===== src/rtl/dahb_master.sv =====
`timescale 1ns/1ps
// Data-side AHB-Lite master: buffers single load/store requests from the MEM-stage
// controller and issues them as pipelined AHB-Lite single transfers.
module dahb_master #(
  parameter int unsigned ADDR_WIDTH = 32,
  parameter int unsigned DATA_WIDTH = 32,
  parameter int unsigned BUF_DEPTH  = 2
) (
  input  logic                  cpu_clk,
  input  logic                  cpu_rstn,
  input  logic                  DAHB_access,
  input  logic                  DAHB_rd0_wr1,
  input  logic [2:0]            DAHB_size,
  input  logic [DATA_WIDTH-1:0] DAHB_write_data,
  input  logic [ADDR_WIDTH-1:0] DAHB_addr,
  output logic                  DAHB_trans_buffer_full,
  output logic [DATA_WIDTH-1:0] DAHB_read_data,
  output logic                  DAHB_read_data_valid,
  output logic                  dahb_bus_err,
  output logic [ADDR_WIDTH-1:0] HADDR,
  output logic [1:0]            HTRANS,
  output logic                  HWRITE,
  output logic [2:0]            HSIZE,
  output logic [2:0]            HBURST,
  output logic [3:0]            HPROT,
  output logic [DATA_WIDTH-1:0] HWDATA,
  input  logic                  HREADY,
  input  logic                  HRESP,
  input  logic [DATA_WIDTH-1:0] HRDATA
);

  localparam int unsigned PTR_W = (BUF_DEPTH > 1) ? $clog2(BUF_DEPTH) : 1;
  localparam int unsigned CNT_W = $clog2(BUF_DEPTH + 1);
  localparam logic [1:0] HTRANS_IDLE   = 2'b00;
  localparam logic [1:0] HTRANS_NONSEQ = 2'b10;

  typedef struct packed {
    logic                  write;
    logic [2:0]            size;
    logic [ADDR_WIDTH-1:0] addr;
    logic [DATA_WIDTH-1:0] wdata;
  } req_t;

  typedef enum logic {DP_IDLE, DP_BUSY} dp_state_t;

  req_t             buf_q [BUF_DEPTH];
  req_t             head;
  logic [PTR_W-1:0] wr_ptr_q, rd_ptr_q;
  logic [CNT_W-1:0] count_q, count_d;
  logic             full_q;
  dp_state_t        dp_state_q, dp_state_d;
  logic             dp_write_q;
  logic [DATA_WIDTH-1:0] dp_wdata_q;
  logic [DATA_WIDTH-1:0] rd_data_q;
  logic             rd_valid_q, bus_err_q;

  logic push, pop, dp_busy, dp_done, err_first, non_empty;

  assign head      = buf_q[rd_ptr_q];
  assign non_empty = (count_q != '0);
  assign dp_busy   = (dp_state_q == DP_BUSY);
  // First ERROR cycle cancels the pending address phase; the head stays queued.
  assign err_first = dp_busy && HRESP && !HREADY;
  assign push      = DAHB_access && !full_q;
  assign pop       = non_empty && !err_first && HREADY;
  assign dp_done   = dp_busy && HREADY;

  assign HTRANS = (non_empty && !err_first) ? HTRANS_NONSEQ : HTRANS_IDLE;
  assign HADDR  = head.addr;
  assign HWRITE = head.write;
  assign HSIZE  = head.size;
  assign HBURST = 3'b000;
  assign HPROT  = 4'b0011;
  assign HWDATA = dp_wdata_q;

  assign DAHB_trans_buffer_full = full_q;
  assign DAHB_read_data         = rd_data_q;
  assign DAHB_read_data_valid   = rd_valid_q;
  assign dahb_bus_err           = bus_err_q;

  // Occupancy next-state; push and pop together leave it unchanged.
  always_comb begin
    count_d = count_q;
    if (push && !pop)
      count_d = count_q + CNT_W'(1);
    else if (!push && pop)
      count_d = count_q - CNT_W'(1);
  end

  // Data-phase tracker next-state.
  always_comb begin
    dp_state_d = dp_state_q;
    if (pop)
      dp_state_d = DP_BUSY;
    else if (dp_done)
      dp_state_d = DP_IDLE;
  end

  always_ff @(posedge cpu_clk or negedge cpu_rstn) begin
    if (!cpu_rstn)
      dp_state_q <= DP_IDLE;
    else
      dp_state_q <= dp_state_d;
  end

  // Transfer buffer storage and pointers.
  always_ff @(posedge cpu_clk or negedge cpu_rstn) begin
    if (!cpu_rstn) begin
      for (int i = 0; i < int'(BUF_DEPTH); i++)
        buf_q[i] <= '0;
      wr_ptr_q <= '0;
      rd_ptr_q <= '0;
      count_q  <= '0;
      full_q   <= 1'b0;
    end else begin
      if (push) begin
        buf_q[wr_ptr_q] <= '{write: DAHB_rd0_wr1, size: DAHB_size,
                             addr: DAHB_addr, wdata: DAHB_write_data};
        wr_ptr_q <= wr_ptr_q + PTR_W'(1);
      end
      if (pop)
        rd_ptr_q <= rd_ptr_q + PTR_W'(1);
      count_q <= count_d;
      full_q  <= (count_d == CNT_W'(BUF_DEPTH));
    end
  end

  // Data-phase payload and completion reporting.
  always_ff @(posedge cpu_clk or negedge cpu_rstn) begin
    if (!cpu_rstn) begin
      dp_write_q <= 1'b0;
      dp_wdata_q <= '0;
      rd_data_q  <= '0;
      rd_valid_q <= 1'b0;
      bus_err_q  <= 1'b0;
    end else begin
      if (pop) begin
        dp_write_q <= head.write;
        dp_wdata_q <= head.wdata;
      end
      rd_valid_q <= dp_done && !dp_write_q;
      bus_err_q  <= dp_done && HRESP;
      if (dp_done && !dp_write_q)
        rd_data_q <= HRESP ? '0 : HRDATA;
    end
  end

endmodule


===== config.mk =====
export PLATFORM = sky130hd
export DESIGN_NAME = dahb_master
export DESIGN_NICKNAME = d
export VERILOG_FILES = /design/src/rtl/dahb_master.sv
export SDC_FILE = /design/constraint.sdc
export NUM_CORES = 1
export LEC_CHECK = 0
export CORE_AREA = 2 2 135 137
export CTS_BUF_LIST = sky130_fd_sc_hd__clkbuf_8
export CTS_CLUSTER_SIZE = 14
export DETAILED_ROUTE_END_ITERATION = 10
export DIE_AREA = 0 0 137 139
export GPL_TIMING_DRIVEN = 0
export PLACE_DENSITY = 0.82
export SYNTH_ARGS = -nofsm -noshare
export SYNTH_HDL_FRONTEND = slang
export SYNTH_SLANG_ARGS = --single-unit
export TNS_END_PERCENT = 100

===== constraint.sdc =====
create_clock -name cpu_clk -period 2.08 [get_ports cpu_clk]
set_input_delay 0.416 -clock cpu_clk [delete_from_list [all_inputs] [get_ports cpu_clk]]
set_output_delay 0.416 -clock cpu_clk [all_outputs]
set_load 0.01 [all_outputs]

==> results of run 1 <==
synth_stat cells, types with 2 or more instances:
cell	n	area share, %
sky130_fd_sc_hd__nand2_1	65	2.7
sky130_fd_sc_hd__buf_6	3	0.37
sky130_fd_sc_hd__buf_2	16	0.88
sky130_fd_sc_hd__inv_1	6	0.25
sky130_fd_sc_hd__clkbuf_1	16	0.66
sky130_fd_sc_hd__o21ai_0	66	3.6
sky130_fd_sc_hd__a21oi_1	2	0.11
sky130_fd_sc_hd__dfrtp_1	209	58
sky130_fd_sc_hd__xnor2_1	4	0.39
sky130_fd_sc_hd__mux2_2	153	19
sky130_fd_sc_hd__buf_4	48	4.0
sky130_fd_sc_hd__nand2b_1	34	2.3
sky130_fd_sc_hd__mux2_4	20	3.3
sky130_fd_sc_hd__conb_1	2	0.083
sky130_fd_sc_hd__mux2i_1	32	3.5
worst max-delay path, stage by stage (launching register included):
cell and delay (ns):
sky130_fd_sc_hd__dfrtp_1 0.38, sky130_fd_sc_hd__buf_8 0.14, sky130_fd_sc_hd__buf_12 0.12, sky130_fd_sc_hd__buf_8 0.12, sky130_fd_sc_hd__buf_6 0.11, sky130_fd_sc_hd__buf_6 0.10, sky130_fd_sc_hd__mux2_4 0.30, sky130_fd_sc_hd__buf_6 0.12
flip-flops by register name, summed over array words and instances (netlist names):
signal	flops
HWDATA	32
DAHB_read_data_valid	1
DAHB_trans_buffer_full	1
dahb_bus_err	1
wr_ptr_q	1
dp_write_q	1
rd_ptr_q	1
count_q	2
DAHB_read_data	32
buf_q	136
dp_busy	1
per-layer routing:
layer | up-vias | routed length (um) | GRT usage, %
met5 | - | 0 | 0
met4 | 0 | 463 | 7.271
met3 | 43 | 1386 | 5.117
met2 | 176 | 9997 | 35.64
met1 | 3002 | 8345 | 27.08
li1 | 2828 | - | -
path summary, 6_finish.rpt:
| path | to | slack (ns) |
|---|---|---|
| max in group asynchronous | HWDATA[16] | 0.53 |
| hold / removal | buf_q[58] | 0.43 |
| min in group cpu_clk | DAHB_read_data[3] | 0.47 |
| setup / recovery | HADDR[10] | -0.23 |
| hold reg to reg | DAHB_read_data[3] | 0.47 |
| setup reg to reg | count_q[1] | 0.21 |
area by class of cell:
class	instances	area, um2
Clock buffer	47	646.9
Sequential cell	209	5230
Timing Repair Buffer	233	2350
Multi-Input combinational cell	396	3348
Clock inverter	12	53.80
Fill cell	1272	5269
Tap cell	229	286.5
Buffer	68	450.4
Inverter	6	22.52
per-stage QoR:
stage                     hold WS, ns  setup WS [ns]  cells  setup TNS (ns)
after floorplan                0.1204         0.5416    695               0
after global placement         0.4602         -8.126   1132        -1704.50
after detailed placement       0.3698        -0.4328   1134          -8.870
after CTS                      0.4094        -0.3112   1204          -6.079
after global routing           0.4601        -0.3001   1200          -6.061
final                          0.4276        -0.2349   1200          -3.372
logic make-up (layout without fill, tap and decap cells):
logic type,after synthesis,count (layout),share of synthesized area (%)
other cells,2,8,0.08289
fa+ha+maj,1,1,0.1381
buf+inv,90,366,6.187
compound gates,72,72,4.060
simple gates,106,106,5.552
mux,205,205,25.87
xor+xnor,4,4,0.3866
flops,209,209,57.73
power groups by stage:
stage | Combinational, mW | Sequential, mW | Clock, mW
final | 9.13 | 7.16 | 3.57
after global placement | 8.64 | 7.12 | 0
after global routing | 9.86 | 7.40 | 3.87
after detailed placement | 8.86 | 7.18 | 0
after floorplan | 5.09 | 7.21 | 0
after CTS | 9.23 | 7.16 | 3.68
timing repair:
action                                  CTS  global route
setup buffers                            18             4
resized for setup                       171            22
endpoints found under the setup margin   37            38
cloned                                    2             0
endpoints found under the hold margin    56             0
hold buffers                              1             0
==> flow_summary.toml, run 1 <==
[die]
standard_cell_rows = 49
number_of_ports_placed_on_the_die_boundary = 217
floorplan.die_area_um2 = 19040
die-width_um = 137
fp.coreArea_um2 = 17660
die_y_um = 139
initial_core_util_pct = 51.31

[grt]
globalRoute.totalOverflow = 0
global_route_wire_length_before_repair_um = 32370
first_global_vias = 6387
antenna_found_initial = 0
grt_max_degree = 83
overall_track_demand_over_capacity_in_global_routing_pct = 21.32

[pwr]
internal_power_mw = 13.76
leakagePower_nw = 5.647
switching_share_pct = 30.71
power_density_nw_per_um2 = 1603
peak_ir_drop_on_the_vdd_network_mv = 0.8075
p_clk_share_pct = 18.0
power.sequential.fraction_pct = 36.1
switching_power_mw = 6.098
total_power_mw = 19.86
power.share.combinational_pct = 46.0

[cells_and_area]
mostFrequentLayoutCells = "sky130_fd_sc_hd__dfrtp_1 (209), sky130_fd_sc_hd__clkdlybuf4s50_1 (169), sky130_fd_sc_hd__mux2_2 (138)"
final_common_cell = "sky130_fd_sc_hd__dfrtp_1"
layout-area-overhead-vs-synth_pct = 36.73
antennaDiodeCount = 0
finish.instance_area_um2 = 12390
drive_gt1_share_pct = 34.91
nNetsFinal = 1057
finalCoreUtilization_pct = 70.16

[worst_setup_path]
crit_arrival_ns = 1.90
setup.worst_path.start_class = "flop"
r2r.worst_path.cells = 7
worst_ep_required_time_ns = 1.66
regToRegStartpoint = "count_q[0]"
critical_path_peak_fanout = 6
cp-end-kind = "primary output"
critPathKind = "reg2out"
setup.worst_path.start = "rd_ptr_q"

[run]
drv_cap = 0

[clock_network]
clk-insertion-delay-late_ns = 0.50
cts_inserted_buffers = 37
clock_tree.root_cell = "sky130_fd_sc_hd__clkbuf_8"
cts-root-to-sink-buffers = 3
cts_tree = "yes"
cts_num_sinks = 209
worst_setup_hold_path_clk_slew_ns = 0.06
htreeDepth = 2

[place]
placement.cell_area_um2 = 11510
port-buffer-count = 208
dp.final_hpwl_um = 13730
routabilityCongestion = 0.7688

[sta]
timing.final.crit_share_pct = 111.3
timing.final.crit_period_ns = 2.315
timing.max_slew.rel_slack_pct = 64.63
number_of_hold_slack_violations_in_the_final_timing_report = 0
rsz_0062_raised_after_global_routing = "true"
slew_violations = 0
achievable_frequency_mhz = 432.0
setup_viol = 35
fin_ws_ns = -0.2349
worst_pin_slew_ns = 0.5306
worst_clock_skew_ns = 0.02050

[logic_synthesis]
synthesis.instances = 689
synth_enable_flop_cells = 0
synth_seq_cells = 209
netlist_area_um2 = 9060
synth_sequential_area_ratio_pct = 57.73
ys_async_sr_fraction_pct = 100.0
synth.distinct_cells = 28
yosysWarningCount = 0
synth_ff_type = "sky130_fd_sc_hd__dfrtp_1"
mean_instance_size_in_the_synthesized_netlist_um2 = 13.15

[detailed_routing]
vias_per_cell = 5.041
detail_route.iter0.violations = 182
drt-pass1-iter-count = 4
routed_wl_um = 20190
wl_per_cell_um = 16.83
antenna_violating_nets_post_route = 0
drcViolationCount = 0
routed-via-count = 6049

[outcome]
run_status = "complete, but fails checks"
violations = "setup timing"

[hold_path]
hold_path.class = "in2async"
Power figures use the tool's default switching activity.
==> inputs of run 2 (changes only) <==
- GPL_ROUTABILITY_DRIVEN: not set -> 0
==> results of run 2 <==
Same layout as run 1: the final DEF is identical, and so are final timing and power.
==> patch, RTL diff (flow settings as in run 1) <==
Put one more register stage on the output `dahb_bus_err`, with the module's reset. The value now appears one clock later. The other outputs are not delayed to match.
--- a/src/rtl/dahb_master.sv
+++ b/src/rtl/dahb_master.sv
@@ -76,7 +76,13 @@
   assign DAHB_trans_buffer_full = full_q;
   assign DAHB_read_data         = rd_data_q;
   assign DAHB_read_data_valid   = rd_valid_q;
-  assign dahb_bus_err           = bus_err_q;
+  always_ff @(posedge cpu_clk or negedge cpu_rstn) begin
+    if (!cpu_rstn) begin
+      dahb_bus_err <= '0;
+    end else begin
+      dahb_bus_err <= bus_err_q;
+    end
+  end
 
   // Occupancy next-state; push and pop together leave it unchanged.
   always_comb begin
Check against the original RTL: not equivalent (Yosys sat finds a counterexample within 4 cycles, from zero or initial values and one cycle with cpu_rstn low).
==> patch against run 1 <==
The flow still finishes with violations (negative setup slack); die area unchanged; first-iteration DRC count rose by 16%; clock power down 2%; final area decreased by 0.11%; setup slack gained 0.11 ns; synthesized area up 0.28%; sequential cell count is 1 higher; count of clock-buffer cells in the layout is 3 lower; power rose by 0.20%; synthesized cell count increased by 0.15%; routed wire length shrank 0.25%; largest cell class unchanged.
==> patch: results (changes against run 1) <==
| Metric | Value |
|---|---|
| XOR/XNOR Fraction of Synth Area | 0.00386 (was 0.00387) |
| Buffers excl. clock | 277 (was 301) |
| Via Count | 5977 (was 6049) |
| Pre-CTS WS | -0.348 ns (was -0.433 ns) |
| Clk cell area share | 0.0545 (was 0.0566) |
| Final GP Congestion | 0.740 (was 0.769) |
| Synth area leaders | dfrtp_1 58%, mux2_2 19%, buf_4 4.0% (unchanged) |
| Worst Hold Class | reg -> reg (was in -> async) |
| Maximum vdd drop | 0.987 mV (was 0.808 mV) |
| Crit-path max cell delay | 0.44 ns (was 0.38 ns) |
| # setup viols final | 17 (was 35) |
| Worst-Skew Late Latency | 0.52 ns (was 0.50 ns) |
| Top post-synthesis cells by count | 210 x dfrtp_1, 153 x mux2_2, 66 x o21ai_0 (was 209 x dfrtp_1, 153 x mux2_2, 66 x o21ai_0) |
| Final Skew | 0.0173 ns (was 0.0205 ns) |
| Status | complete, but fails checks (unchanged) |
| Metal2 WL | 9640 um (was 10000 um) |
| Buffer share of cell area | 0.220 (was 0.226) |
| Failing checks | negative setup slack (unchanged) |
| Met1 Wirelength | 8660 um (was 8350 um) |
| DPL Wire Length | 13400 um (was 13700 um) |
| Critical path arrival | 1.79 ns (was 1.90 ns) |
| Drt wl/cell | 17.1 um (was 16.8 um) |
| Nets@finish | 1033 (was 1057) |
| Pin count of the biggest net entering global routing | 119 (was 83) |
| Fillcell total | 1307 (was 1272) |
| Measured slew at the worst slew-check pin | 0.721 ns (was 0.531 ns) |
| Maximum fanout along the worst path | 5 (was 6) |
| DR WL met3 | 1330 um (was 1390 um) |
| First-pass GRT wire length | 31500 um (was 32400 um) |
| Number of global-route vias before repair | 6153 (was 6387) |
| Multi-input combinational area share | 0.276 (was 0.270) |
| Post-route setup slack | -0.121 ns (was -0.235 ns) |
| CTS Buf Count | 36 (was 37) |
| Synth Area in Adders | 0.00138 (about the same) |
## patch: path summary, 6_finish.rpt
| check | endpoint | slack, ns | depth (start not counted) |
|---|---|---|---|
| min in group asynchronous | buf_q[62] | 0.52 | 2 |
| hold reg to reg | dahb_bus_err | 0.36 | 0 |
| max in group asynchronous | rd_ptr_q | 0.47 | 3 |
| hold / removal | dahb_bus_err | 0.36 | 0 |
| setup / recovery | HADDR[19] | -0.12 | 5 |
| setup reg to reg | dp_busy | 0.20 | 6 |
## patch: what timing repair did
| action | 4_1_cts | 5_1_grt |
|---|---|---|
| gates cloned | 2 | 1 |
| hold buffers | 1 | 0 |
| endpoints found under the hold margin | 92 | 0 |
| pin swaps | 0 | 0 |
| gates resized for setup | 196 | 51 |
| setup endpoints to repair | 37 | 36 |
| buffers inserted | 14 | 2 |
## patch: cell families after synthesis
family | after synthesis
DFF | 210
muxes | 205
and+or+nand+nor | 106
buffers and inverters | 90
AOI/OAI and AO/OA | 72
xor gates and xnor gates | 4
other | 2
adders and majority gates | 1
## patch: through the flow
| step | TNS [ns] | power (W) | instances |
|---|---|---|---|
| floorplan | 0 | 0.0123 | 696 |
| global placement | -1748.78 | 0.0158 | 1133 |
| detailed placement | -8.19 | 0.0160 | 1134 |
| global route | -1.99 | 0.0211 | 1178 |
| finish | -0.555 | 0.0199 | 1178 |
| CTS | -6.40 | 0.0200 | 1198 |
## patch: power by group
part	leakage (nW)	total, W	internal (W)	switching, W
sequential	2.54	0.00724	0.00613	0.00111
clock	0.390	0.00349	0.00190	0.00159
combinational	2.71	0.00917	0.00569	0.00348
## patch: per-layer routing
| metal | vias up | track usage |
|---|---|---|
| li1 | 2789 | - |
| met1 | 2964 | 0.268 |
| met2 | 180 | 0.341 |
| met3 | 44 | 0.0556 |
| met4 | 0 | 0.0689 |
| met5 | - | 0 |
